[src/rtl/mem_arbiter.sv]
`default_nettype none
// ============================================================================
// Module      : mem_arbiter
// Description : Merges the I-cache and D-cache memory ports onto one memory
//               interface, routing read beats back to the owning cache.
// Revision    : 1.0 - initial release
// ============================================================================
module mem_arbiter #(
    parameter int ADDR_BITS = 28,
    parameter int DATA_BITS = 128,
    parameter int BEATS     = 4
) (
    input  logic                   clk,
    input  logic                   reset,

    input  logic                   ic_mem_req_valid,
    output logic                   ic_mem_req_ready,
    input  logic [ADDR_BITS-1:0]   ic_mem_req_addr,
    input  logic                   ic_mem_req_rw,
    input  logic                   ic_mem_req_data_valid,
    output logic                   ic_mem_req_data_ready,
    input  logic [DATA_BITS-1:0]   ic_mem_req_data_bits,
    input  logic [DATA_BITS/8-1:0] ic_mem_req_data_mask,
    output logic                   ic_mem_resp_valid,
    output logic [DATA_BITS-1:0]   ic_mem_resp_data,

    input  logic                   dc_mem_req_valid,
    output logic                   dc_mem_req_ready,
    input  logic [ADDR_BITS-1:0]   dc_mem_req_addr,
    input  logic                   dc_mem_req_rw,
    input  logic                   dc_mem_req_data_valid,
    output logic                   dc_mem_req_data_ready,
    input  logic [DATA_BITS-1:0]   dc_mem_req_data_bits,
    input  logic [DATA_BITS/8-1:0] dc_mem_req_data_mask,
    output logic                   dc_mem_resp_valid,
    output logic [DATA_BITS-1:0]   dc_mem_resp_data,

    output logic                   mem_req_valid,
    input  logic                   mem_req_ready,
    output logic [ADDR_BITS-1:0]   mem_req_addr,
    output logic                   mem_req_rw,
    output logic                   mem_req_data_valid,
    input  logic                   mem_req_data_ready,
    output logic [DATA_BITS-1:0]   mem_req_data_bits,
    output logic [DATA_BITS/8-1:0] mem_req_data_mask,
    input  logic                   mem_resp_valid,
    input  logic [DATA_BITS-1:0]   mem_resp_data
);

    localparam int                    c_MASK_BITS = DATA_BITS / 8;
    localparam int                    c_CNT_BITS  = $clog2(BEATS + 1);
    localparam logic [c_CNT_BITS-1:0] c_LAST_BEAT = c_CNT_BITS'(BEATS - 1);
    localparam logic                  c_SEL_IC    = 1'b0;
    localparam logic                  c_SEL_DC    = 1'b1;

    typedef enum logic [0:0] {
        ST_IDLE    = 1'b0,
        ST_RD_BUSY = 1'b1
    } state_t;

    state_t                r_state;
    logic                  r_offer;
    logic                  r_owner;
    logic [c_CNT_BITS-1:0] r_count;

    logic w_idle;
    logic w_mem_rdy;
    logic w_ic_offered;
    logic w_dc_offered;
    logic w_sel_valid;
    logic w_sel_rw;
    logic w_fire;
    logic w_busy_beat;
    logic w_unused;

    // Readies depend only on state and memory readiness, never on cache valids,
    // so caches may safely drive valid combinationally from ready.
    assign w_idle       = (r_state == ST_IDLE) & ~reset;
    assign w_mem_rdy    = mem_req_ready & mem_req_data_ready;
    assign w_ic_offered = w_idle & (r_offer == c_SEL_IC);
    assign w_dc_offered = w_idle & (r_offer == c_SEL_DC);

    assign ic_mem_req_ready      = w_ic_offered & w_mem_rdy;
    assign ic_mem_req_data_ready = w_ic_offered & w_mem_rdy;
    assign dc_mem_req_ready      = w_dc_offered & w_mem_rdy;
    assign dc_mem_req_data_ready = w_dc_offered & w_mem_rdy;

    assign w_sel_valid = (w_ic_offered & ic_mem_req_valid) | (w_dc_offered & dc_mem_req_valid);
    assign w_sel_rw    = (r_offer == c_SEL_IC) ? ic_mem_req_rw : dc_mem_req_rw;
    assign w_fire      = w_sel_valid & w_mem_rdy;

    assign mem_req_valid      = w_fire;
    assign mem_req_data_valid = w_fire & w_sel_rw;

    always_comb begin
        mem_req_addr      = '0;
        mem_req_rw        = 1'b0;
        mem_req_data_bits = '0;
        mem_req_data_mask = '0;
        if (w_ic_offered) begin
            mem_req_addr      = ic_mem_req_addr;
            mem_req_rw        = ic_mem_req_rw;
            mem_req_data_bits = ic_mem_req_data_bits;
            mem_req_data_mask = ic_mem_req_data_mask;
        end else if (w_dc_offered) begin
            mem_req_addr      = dc_mem_req_addr;
            mem_req_rw        = dc_mem_req_rw;
            mem_req_data_bits = dc_mem_req_data_bits;
            mem_req_data_mask = dc_mem_req_data_mask;
        end
    end

    // Beats outside an outstanding read are dropped rather than routed.
    assign w_busy_beat       = (r_state == ST_RD_BUSY) & ~reset & mem_resp_valid;
    assign ic_mem_resp_valid = w_busy_beat & (r_owner == c_SEL_IC);
    assign dc_mem_resp_valid = w_busy_beat & (r_owner == c_SEL_DC);
    assign ic_mem_resp_data  = mem_resp_data;
    assign dc_mem_resp_data  = mem_resp_data;

    // Write data always travels with its request, so the data-valid strobes carry no extra information.
    assign w_unused = ^{ic_mem_req_data_valid, dc_mem_req_data_valid, c_MASK_BITS[0]};

    always_ff @(posedge clk) begin
        if (reset) begin
            r_state <= ST_IDLE;
            r_offer <= c_SEL_DC;
            r_owner <= c_SEL_DC;
            r_count <= '0;
        end else begin
            case (r_state)
                ST_IDLE: begin
                    r_offer <= ~r_offer;
                    if (w_fire & ~w_sel_rw) begin
                        r_owner <= r_offer;
                        r_count <= '0;
                        r_state <= ST_RD_BUSY;
                    end
                end
                ST_RD_BUSY: begin
                    if (mem_resp_valid) begin
                        if (r_count == c_LAST_BEAT) begin
                            r_count <= '0;
                            r_state <= ST_IDLE;
                        end else begin
                            r_count <= r_count + c_CNT_BITS'(1);
                        end
                    end
                end
                default: r_state <= ST_IDLE;
            endcase
        end
    end

endmodule
`default_nettype wire

[config.mk]
export PLATFORM = sky130hd
export DESIGN_NAME = mem_arbiter
export DESIGN_NICKNAME = d
export VERILOG_FILES = /design/src/rtl/mem_arbiter.sv
export SDC_FILE = /design/constraint.sdc
export NUM_CORES = 1
export LEC_CHECK = 0
export ABC_AREA = 0
export BUFFER_PORTS_ARGS = -buffer_cell sky130_fd_sc_hd__buf_2
export CAP_MARGIN = 20
export CORE_AREA = 2 2 361 363
export CTS_CLUSTER_SIZE = 25
export DETAILED_ROUTE_END_ITERATION = 7
export DIE_AREA = 0 0 363 365
export PLACE_DENSITY_LB_ADDON = 0.3
export SLEW_MARGIN = 40
export SYNTH_ARGS = -nofsm -noshare
export SYNTH_HDL_FRONTEND = slang
export SYNTH_SLANG_ARGS = --single-unit
[constraint.sdc]
create_clock -name clk -period 3.34 [get_ports clk]
set_input_delay 0.334 -clock clk [delete_from_list [all_inputs] [get_ports clk]]
set_output_delay 0.334 -clock clk [all_outputs]
set_load 0.01 [all_outputs]
-- After elaboration in Yosys (flattened, before gate mapping)
Index checks and enable logic that the tools add are counted.
- input port bits: 483
- register bits after elaboration: 6
- output and inout bits: 437
- reduce and logical (&&, ||, !) cells: 2
- bitwise logic cells: 21
- multiplexer cells: 17
- eq/ne operators: 3
- add/subtract/negate cells: 1
- operators by type and width (cell ; number):
    128-bit 2-to-1 mux ; 2
    28-bit 2-to-1 mux ; 2
    16-bit 2-to-1 mux ; 2
    1-bit bitwise AND ; 15
    3-bit 2-to-1 mux ; 3
    1-bit 2-to-1 mux ; 6
    3-bit one-hot mux with 2 select lines ; 1
    1-bit inverter ; 5
    2-bit AND reduction ; 2
    3-bit by 1-bit adder with 3-bit output (second input constant) ; 1
    3-bit by 2-bit == test with 1-bit output (second input constant) ; 1
    2-bit by 1-bit != test with 1-bit output (second input constant) ; 1
    2-bit != test (second input constant) ; 1
    1-bit one-hot mux with 2 select lines ; 1
    1-bit bitwise OR ; 1

-- Longest topological paths before layout
Gate-level depths: netlist of the first run.
- depth in word-level cells: 9
- depth in mapped cells: 5
- gate-level depth less buffers: 4

-- Worst setup path before layout of the first run
OpenSTA, ideal clock, no wires.
- kind: reg-to-output
- start point: register r_state
- end point: output port mem_req_data_valid
- buffers on the path: 2
- data arrival time: 1.338 ns
- cell stages (with the launch flop): 5
- data required time: 3.006 ns
- setup slack: 1.668 ns
- path through: dfxtp_1 buf_2 or2_1 clkbuf_1 nor4_1
- word-level cells in the longest chain between the ends: 7
- elaborated cells between the ends (all ways): 9
- RTL lines (element ; RTL line ; RTL):
    start: declaration ; 61 ; state_t r_state;
    start signal: assignment ; 125 ; r_state <= ST_IDLE;
    start signal: assignment ; 136 ; r_state <= ST_RD_BUSY;
    start signal: assignment ; 143 ; r_state <= ST_IDLE;
    1-bit inverter * ; - ;
    1-bit bitwise AND * ; 78 ; assign w_idle = (r_state == ST_IDLE) & ~reset;
    1-bit bitwise AND, on equally long branches ; 80, 81 ;
    1-bit bitwise AND ; 88 ; assign w_sel_valid = (w_ic_offered & ic_mem_req_valid) | (w_dc_offered & dc_mem_req_valid);
    1-bit bitwise OR * ; 88 ;
    1-bit bitwise AND * ; 90 ; assign w_fire = w_sel_valid & w_mem_rdy;
    1-bit bitwise AND * ; 93 ; assign mem_req_data_valid = w_fire & w_sel_rw;
    end: declaration ; 42 ; output logic mem_req_data_valid,
Mark *: on every way between the ends. The rest lies on a longest branch, timed or not.

-- Final worst setup path of the first run
- start point: register r_offer
- end point: output port mem_req_data_bits[80]
- word-level cells in the longest chain between the ends: 3
- elaborated cells between the ends (all ways): 5
- RTL lines (element ; RTL line ; RTL):
    start: declaration ; 62 ; logic r_offer;
    start signal: assignment ; 126 ; r_offer <= c_SEL_DC;
    start signal: assignment ; 132 ; r_offer <= ~r_offer;
    1-bit bitwise AND / 1-bit inverter (equally long branches) ; 81, 80 ;
    128-bit 2-to-1 mux / 1-bit bitwise AND (equally long branches) ; 105, 80 ;
    128-bit 2-to-1 mux * ; 100 ; if (w_ic_offered) begin
    end: declaration ; 44 ; output logic [DATA_BITS-1:0] mem_req_data_bits,
Marked as above.

==> results.sh, run 1 <==
export IMPL_fin_nets=1419
export IMPL_dieArea_um2=132000
export IMPL_muxShareOfSynthArea_pct=36.3
export IMPL_fin_crit_sh_pct=80.6
export IMPL_rsz0062_at_grt="false"
export IMPL_p_per_area_nw_per_um2=218
export IMPL_synth_top_cell_by_area="buf_4"
export IMPL_drive_gt1_share_pct=59.2
export IMPL_worstPathRequired_ns=3.01
export IMPL_crit_type="flop to primary output"
export IMPL_finalHoldViolCount=0
export IMPL_core_area_um2=129000
export IMPL_status="complete, no violations"
export IMPL_synth_compound_area_share_pct=0.933
export IMPL_htree_levels=1
export IMPL_cts_buffer_depth=2
export IMPL_synth_simple_area_share_pct=15.8
export IMPL_cts_buffers=3
export IMPL_drc=0
export IMPL_post_cts_setup_buffers=0
export IMPL_cts_resized=0
export IMPL_syn_num_nets=1168
export IMPL_wl_per_cell_um=27.2
export IMPL_start_kind="flop"
export IMPL_first_pass_iters=4
export IMPL_max_slew_margin_pct=40.9
export IMPL_grt_pass1_wl_um=81200
export IMPL_syn_cell_area_um2=4830
export IMPL_detail_route_antenna_nets=0
export IMPL_cp_end_kind="primary output"
export IMPL_yosysSeqAreaShare_pct=2.49
export IMPL_tightestPinTransition_ns=0.862
export IMPL_die_w_um=363
export IMPL_setup_tns_final_ns=0
export IMPL_max_vdd_ir_drop_mv=0.161
export IMPL_stdcell_area_um2=7720
export IMPL_area_delta_synth_final_pct=59.9
export IMPL_synthCells=684
export IMPL_final_setup_viol_count=0
export IMPL_vias=5674
export IMPL_synth_top_family_by_area="buffers and inverters"
export IMPL_synth_xor_area_share_pct=0.181
export IMPL_ys_ff_latch=6
export IMPL_grt_max_degree=66
export IMPL_rows=132
export IMPL_cts_root_buf="clkbuf_16"
export IMPL_dp_hpwl_um=67700
export IMPL_insertion_delay_ns=0.23
export IMPL_ctsHoldBuffers=0
export IMPL_grt_ovfl_total=0
export IMPL_power_uw=1690
export IMPL_synth_top_area_share_pct=40.1
export IMPL_clock_fmax_mhz=372
export IMPL_start_util_pct=3.75
export IMPL_cp_max_fo=65
export IMPL_cts_tree="done"
export IMPL_track_usage_pct=10.1
export IMPL_hold_path_class="input port to flop"
export IMPL_gp_congestion=0.735
export IMPL_cts_sinks=6
export IMPL_grt_pass1_vias=5697
export IMPL_num_io_pins=920
export IMPL_avgViaCountPerCell=2.17
export IMPL_maxSlewViolCount=0
export IMPL_wl_um=71200
export IMPL_avgSynthCellArea_um2=7.06
export IMPL_antenna_found_initial=26
export IMPL_period_needed_ns=2.69
export IMPL_yosysWarnings=0
export IMPL_die_y_um=365
export IMPL_maxCapViolations=0
export IMPL_leakage_uw=0.00410
export IMPL_post_dp_cell_area_um2=7630
export IMPL_drtIter0Drc=132
export IMPL_synthAdderAreaFrac_pct=0.259
export IMPL_io_buffers=533
export IMPL_fin_worst_skew_ns=0.00221
export IMPL_yosys_top_cells_area="buf_4 40%, mux2i_1 36%, nor2_1 14%"
export IMPL_ys_types=27
export IMPL_cp_arrival_ns=2.36
export IMPL_cts_clk_slew_worst_paths_ns=0.03
==> worst max-delay path, stage by stage (launching register included) <==
cell	delay (ns)
dfxtp_4	0.66
buf_12	0.42
mux2i_1	0.67
nor2_1	0.08
buf_2	0.18
==> synthesized netlist by cell type <==
master / instances
nor4_1: 2
nor3_1: 1
ha_1: 1
or2_1: 1
buf_4: 258
nor3b_1: 1
and4_1: 1
inv_1: 4
nand2b_1: 1
dfxtp_1: 6
mux2i_1: 174
clkbuf_1: 15
o311ai_0: 1
mux2_2: 1
or3_1: 1
nand2_1: 3
o21ai_0: 1
a21oi_1: 1
o32ai_1: 2
buf_1: 6
nand3_1: 4
buf_2: 19
o41ai_1: 1
nor2_1: 176
nand4bb_1: 1
xor2_1: 1
or4_1: 1
==> registers in the layout, summed over array words and instances, names as in the netlist <==
| register | count |
|---|---|
| r_count | 3 |
| r_offer | 1 |
| r_owner | 1 |
| r_state | 1 |
==> placed cells by master (no fill, tap or decap) <==
cell and count:
inv_1 4, nor4_1 2, clkbuf_1 1, o21ai_0 1, nor3b_1 1, o311ai_0 1, diode_2 5, dfxtp_1 5
buf_4 7, a21oi_1 1, nand2_1 3, xor2_1 1, nor3_1 1, or2_4 1, buf_2 533, clkbuf_16 3
dfxtp_4 1, ha_1 1, or3_1 1, nor2_1 176, nand4bb_1 1, o41ai_1 1, o32ai_1 2, mux2i_1 171
nand3_1 4, and4_1 1, mux2i_2 3, nand2b_1 1, or4_1 1, buf_12 4, mux2_2 1
==> cell type report <==
class / count / area, µm²
well taps: 1675 / 2100
inverters: 4 / 15.0
diodes: 5 / 12.5
flip-flops and latches: 6 / 124
clock buffers: 4 / 78.8
fillers: 15400 / 121000
repair buffers: 544 / 2800
multi-input cells: 376 / 2600
==> metrics by stage <==
stage	cells	hold slack (ns)	util (%)	worst slack [ns]
2_1_floorplan	684	0.403	-	1.67
3_3_place_gp	2605	0.479	5.92	0.684
3_5_place_dp	2605	0.475	5.93	0.838
4_1_cts	2609	0.379	5.99	0.593
5_1_grt	2612	0.402	6.00	0.555
6_report	2614	0.392	6.00	0.650
==> logic make-up (layout without fill, tap and decap cells) <==
group                    Yosys count  after routing
other                              0              5
buffers and inverters            302            552
AO/OA/AOI/OAI                      6              6
adder cells (fa/ha/maj)            1              1
XOR/XNOR                           1              1
multiplexers                     175            175
flip-flops                         6              6
AND/OR/NAND/NOR                  193            193
==> path summary, 6_finish.rpt <==
path | startpoint | to | slack (ns) | cells past startpoint
setup / recovery | r_offer$_SDFFE_PP1N_ | mem_req_data_bits[80] | 0.65 | 4
hold / removal | reset | r_state$_SDFF_PP0_ | 0.39 | 2
setup reg to reg | r_offer$_SDFFE_PP1N_ | r_count[2]$_SDFFE_PP0P_ | 1.46 | 3
hold reg to reg | r_count[2]$_SDFFE_PP0P_ | r_count[2]$_SDFFE_PP0P_ | 0.48 | 1
==> power by group <==
part	switching, µW	internal (µW)
Clock	40.0	158
Combinational	890	501
Sequential	21.7	75.2
==> per-layer routing <==
| layer | vias up | track usage [%] | wire [µm] |
|---|---|---|---|
| li1 | 2469 | - | - |
| met4 | 6 | 1.14 | 994 |
| met2 | 734 | 16.0 | 31300 |
| met5 | - | 0.472 | 110 |
| met1 | 2409 | 11.4 | 27500 |
| met3 | 56 | 6.86 | 11300 |
(Power assumes the default switching activity.)
==> inputs of run 2 (changes only) <==
clock period = 2.7 ns   (was 3.34 ns; I/O delays follow)
==> results.sh, run 2 (synthesis results as in run 1) <==
export IMPL_cts_tree="done"
export IMPL_gp_congestion=0.720
export IMPL_fin_nets=1420
export IMPL_period_needed_ns=2.44
export IMPL_drive_gt1_share_pct=59.1
export IMPL_switchingPower_uw=1210
export IMPL_power_share_clock_pct=11.9
export IMPL_largest_reg_flops=3
export IMPL_fin_crit_sh_pct=90.3
export IMPL_comb_power_share_pct=83.3
export IMPL_rsz0062_at_grt="false"
export IMPL_hold_path_class="input port to flop"
export IMPL_cp_end_kind="primary output"
export IMPL_leakage_uw=0.00412
export IMPL_cts_buffers=3
export IMPL_detail_route_antenna_nets=0
export IMPL_wl_um=72100
export IMPL_start_kind="flop"
export IMPL_final_setup_viol_count=0
export IMPL_drtIter0Drc=207
export IMPL_fillCellCount=15400
export IMPL_setup_tns_final_ns=0
export IMPL_crit_type="flop to primary output"
export IMPL_cp_arrival_ns=2.17
export IMPL_die_w_um=363
export IMPL_insertion_delay_ns=0.23
export IMPL_drc=0
export IMPL_p_int_uw=918
export IMPL_cp_max_fo=79
export IMPL_max_vdd_ir_drop_mv=0.193
export IMPL_cts_buffer_depth=2
export IMPL_dieArea_um2=132000
export IMPL_final_common_cell="buf_2"
export IMPL_rows=132
export IMPL_fin_worst_skew_ns=0.00366
export IMPL_grt_max_degree=80
export IMPL_final_cell_mix="533 x buf_2, 176 x nor2_1, 172 x mux2i_1, 6 x buf_12, 6 x buf_4"
export IMPL_p_per_area_nw_per_um2=274
export IMPL_tightestPinTransition_ns=0.883
export IMPL_worstPathRequired_ns=2.43
export IMPL_seqPwrFrac_pct=4.8
export IMPL_num_io_pins=920
export IMPL_pre_cts_slack_ns=0.451
export IMPL_grt_pass1_vias=5650
export IMPL_grt_ovfl_total=0
export IMPL_cts_sinks=6
export IMPL_start_util_pct=3.75
export IMPL_post_cts_setup_buffers=0
export IMPL_max_slew_margin_pct=39.4
export IMPL_io_buffers=533
export IMPL_area_delta_synth_final_pct=60.7
export IMPL_maxCapViolations=0
export IMPL_avgViaCountPerCell=2.17
export IMPL_cts_clk_slew_worst_paths_ns=0.04
export IMPL_cts_root_buf="clkbuf_16"
export IMPL_track_usage_pct=10.3
export IMPL_core_area_um2=129000
export IMPL_clock_fmax_mhz=410
export IMPL_htree_levels=1
export IMPL_worst_slack_ns=0.261
export IMPL_status="complete, no violations"
export IMPL_wl_per_cell_um=27.5
export IMPL_finalHoldViolCount=0
export IMPL_top_register="r_count"
export IMPL_vias=5676
export IMPL_antenna_found_initial=26
export IMPL_die_y_um=365
export IMPL_maxSlewViolCount=0
export IMPL_first_pass_iters=4
export IMPL_dp_hpwl_um=68400
export IMPL_ctsHoldBuffers=0
export IMPL_sw_frac_of_total_pct=56.8
export IMPL_cts_resized=0
export IMPL_grt_pass1_wl_um=82500
-- run 2: layout make-up --
class / count / area, µm² / area share, %
Timing Repair Buffer: 545 / 2830 / 36.5
Multi-Input combinational cell: 376 / 2590 / 33.4
Tap cell: 1675 / 2100 / 27.0
Sequential cell: 6 / 124 / 1.60
Clock buffer: 4 / 78.8 / 1.02
Antenna cell: 9 / 22.5 / 0.290
Inverter: 4 / 15.0 / 0.193
-- run 2: power by group through the flow --
stage,clock [µW],sequential (µW),combinational [µW]
2_1_floorplan,0,94.7,1070
3_3_place_gp,0,103,1900
3_5_place_dp,0,103,1900
4_1_cts,256,102,1910
5_1_grt,262,102,1960
6_report,253,101,1770
-- run 2: metrics by stage --
step                      utilization, %  area, µm²  cells  hold slack (ns)  total power [µW]
after floorplan                        -       4830    684            0.339              1170
after global placement              5.95       7650   2606            0.480              2000
after detailed placement            5.95       7660   2606            0.480              2010
after CTS                           6.01       7740   2610            0.316              2270
after global routing                6.02       7740   2611            0.330              2320
final                               6.03       7760   2619            0.320              2120
-- run 2: per-layer routing --
metal	share of wire, %	vias to the layer above	GRT usage (%)
met4	1.1	4	0.749
met2	44	720	16.5
li1	-	2483	-
met5	0.044	-	0.109
met1	39	2409	11.5
met3	16	60	7.10
-- run 2: critical path, stage by stage (launching register included) --
cell,delay [ns]
dfxtp_4,0.40
buf_12,0.42
mux2i_1,0.73
nor2_1,0.08
buf_2,0.20
-- run 2: path summary, 6_finish.rpt --
kind	from	to	slack, ns	cells after the start
setup / recovery	r_offer$_SDFFE_PP1N_	mem_req_data_bits[78]	0.26	4
hold / removal	reset	r_state$_SDFF_PP0_	0.32	2
setup reg to reg	r_offer$_SDFFE_PP1N_	r_owner$_SDFFE_PP1P_	0.85	4
hold reg to reg	r_count[2]$_SDFFE_PP0P_	r_count[2]$_SDFFE_PP0P_	0.49	1
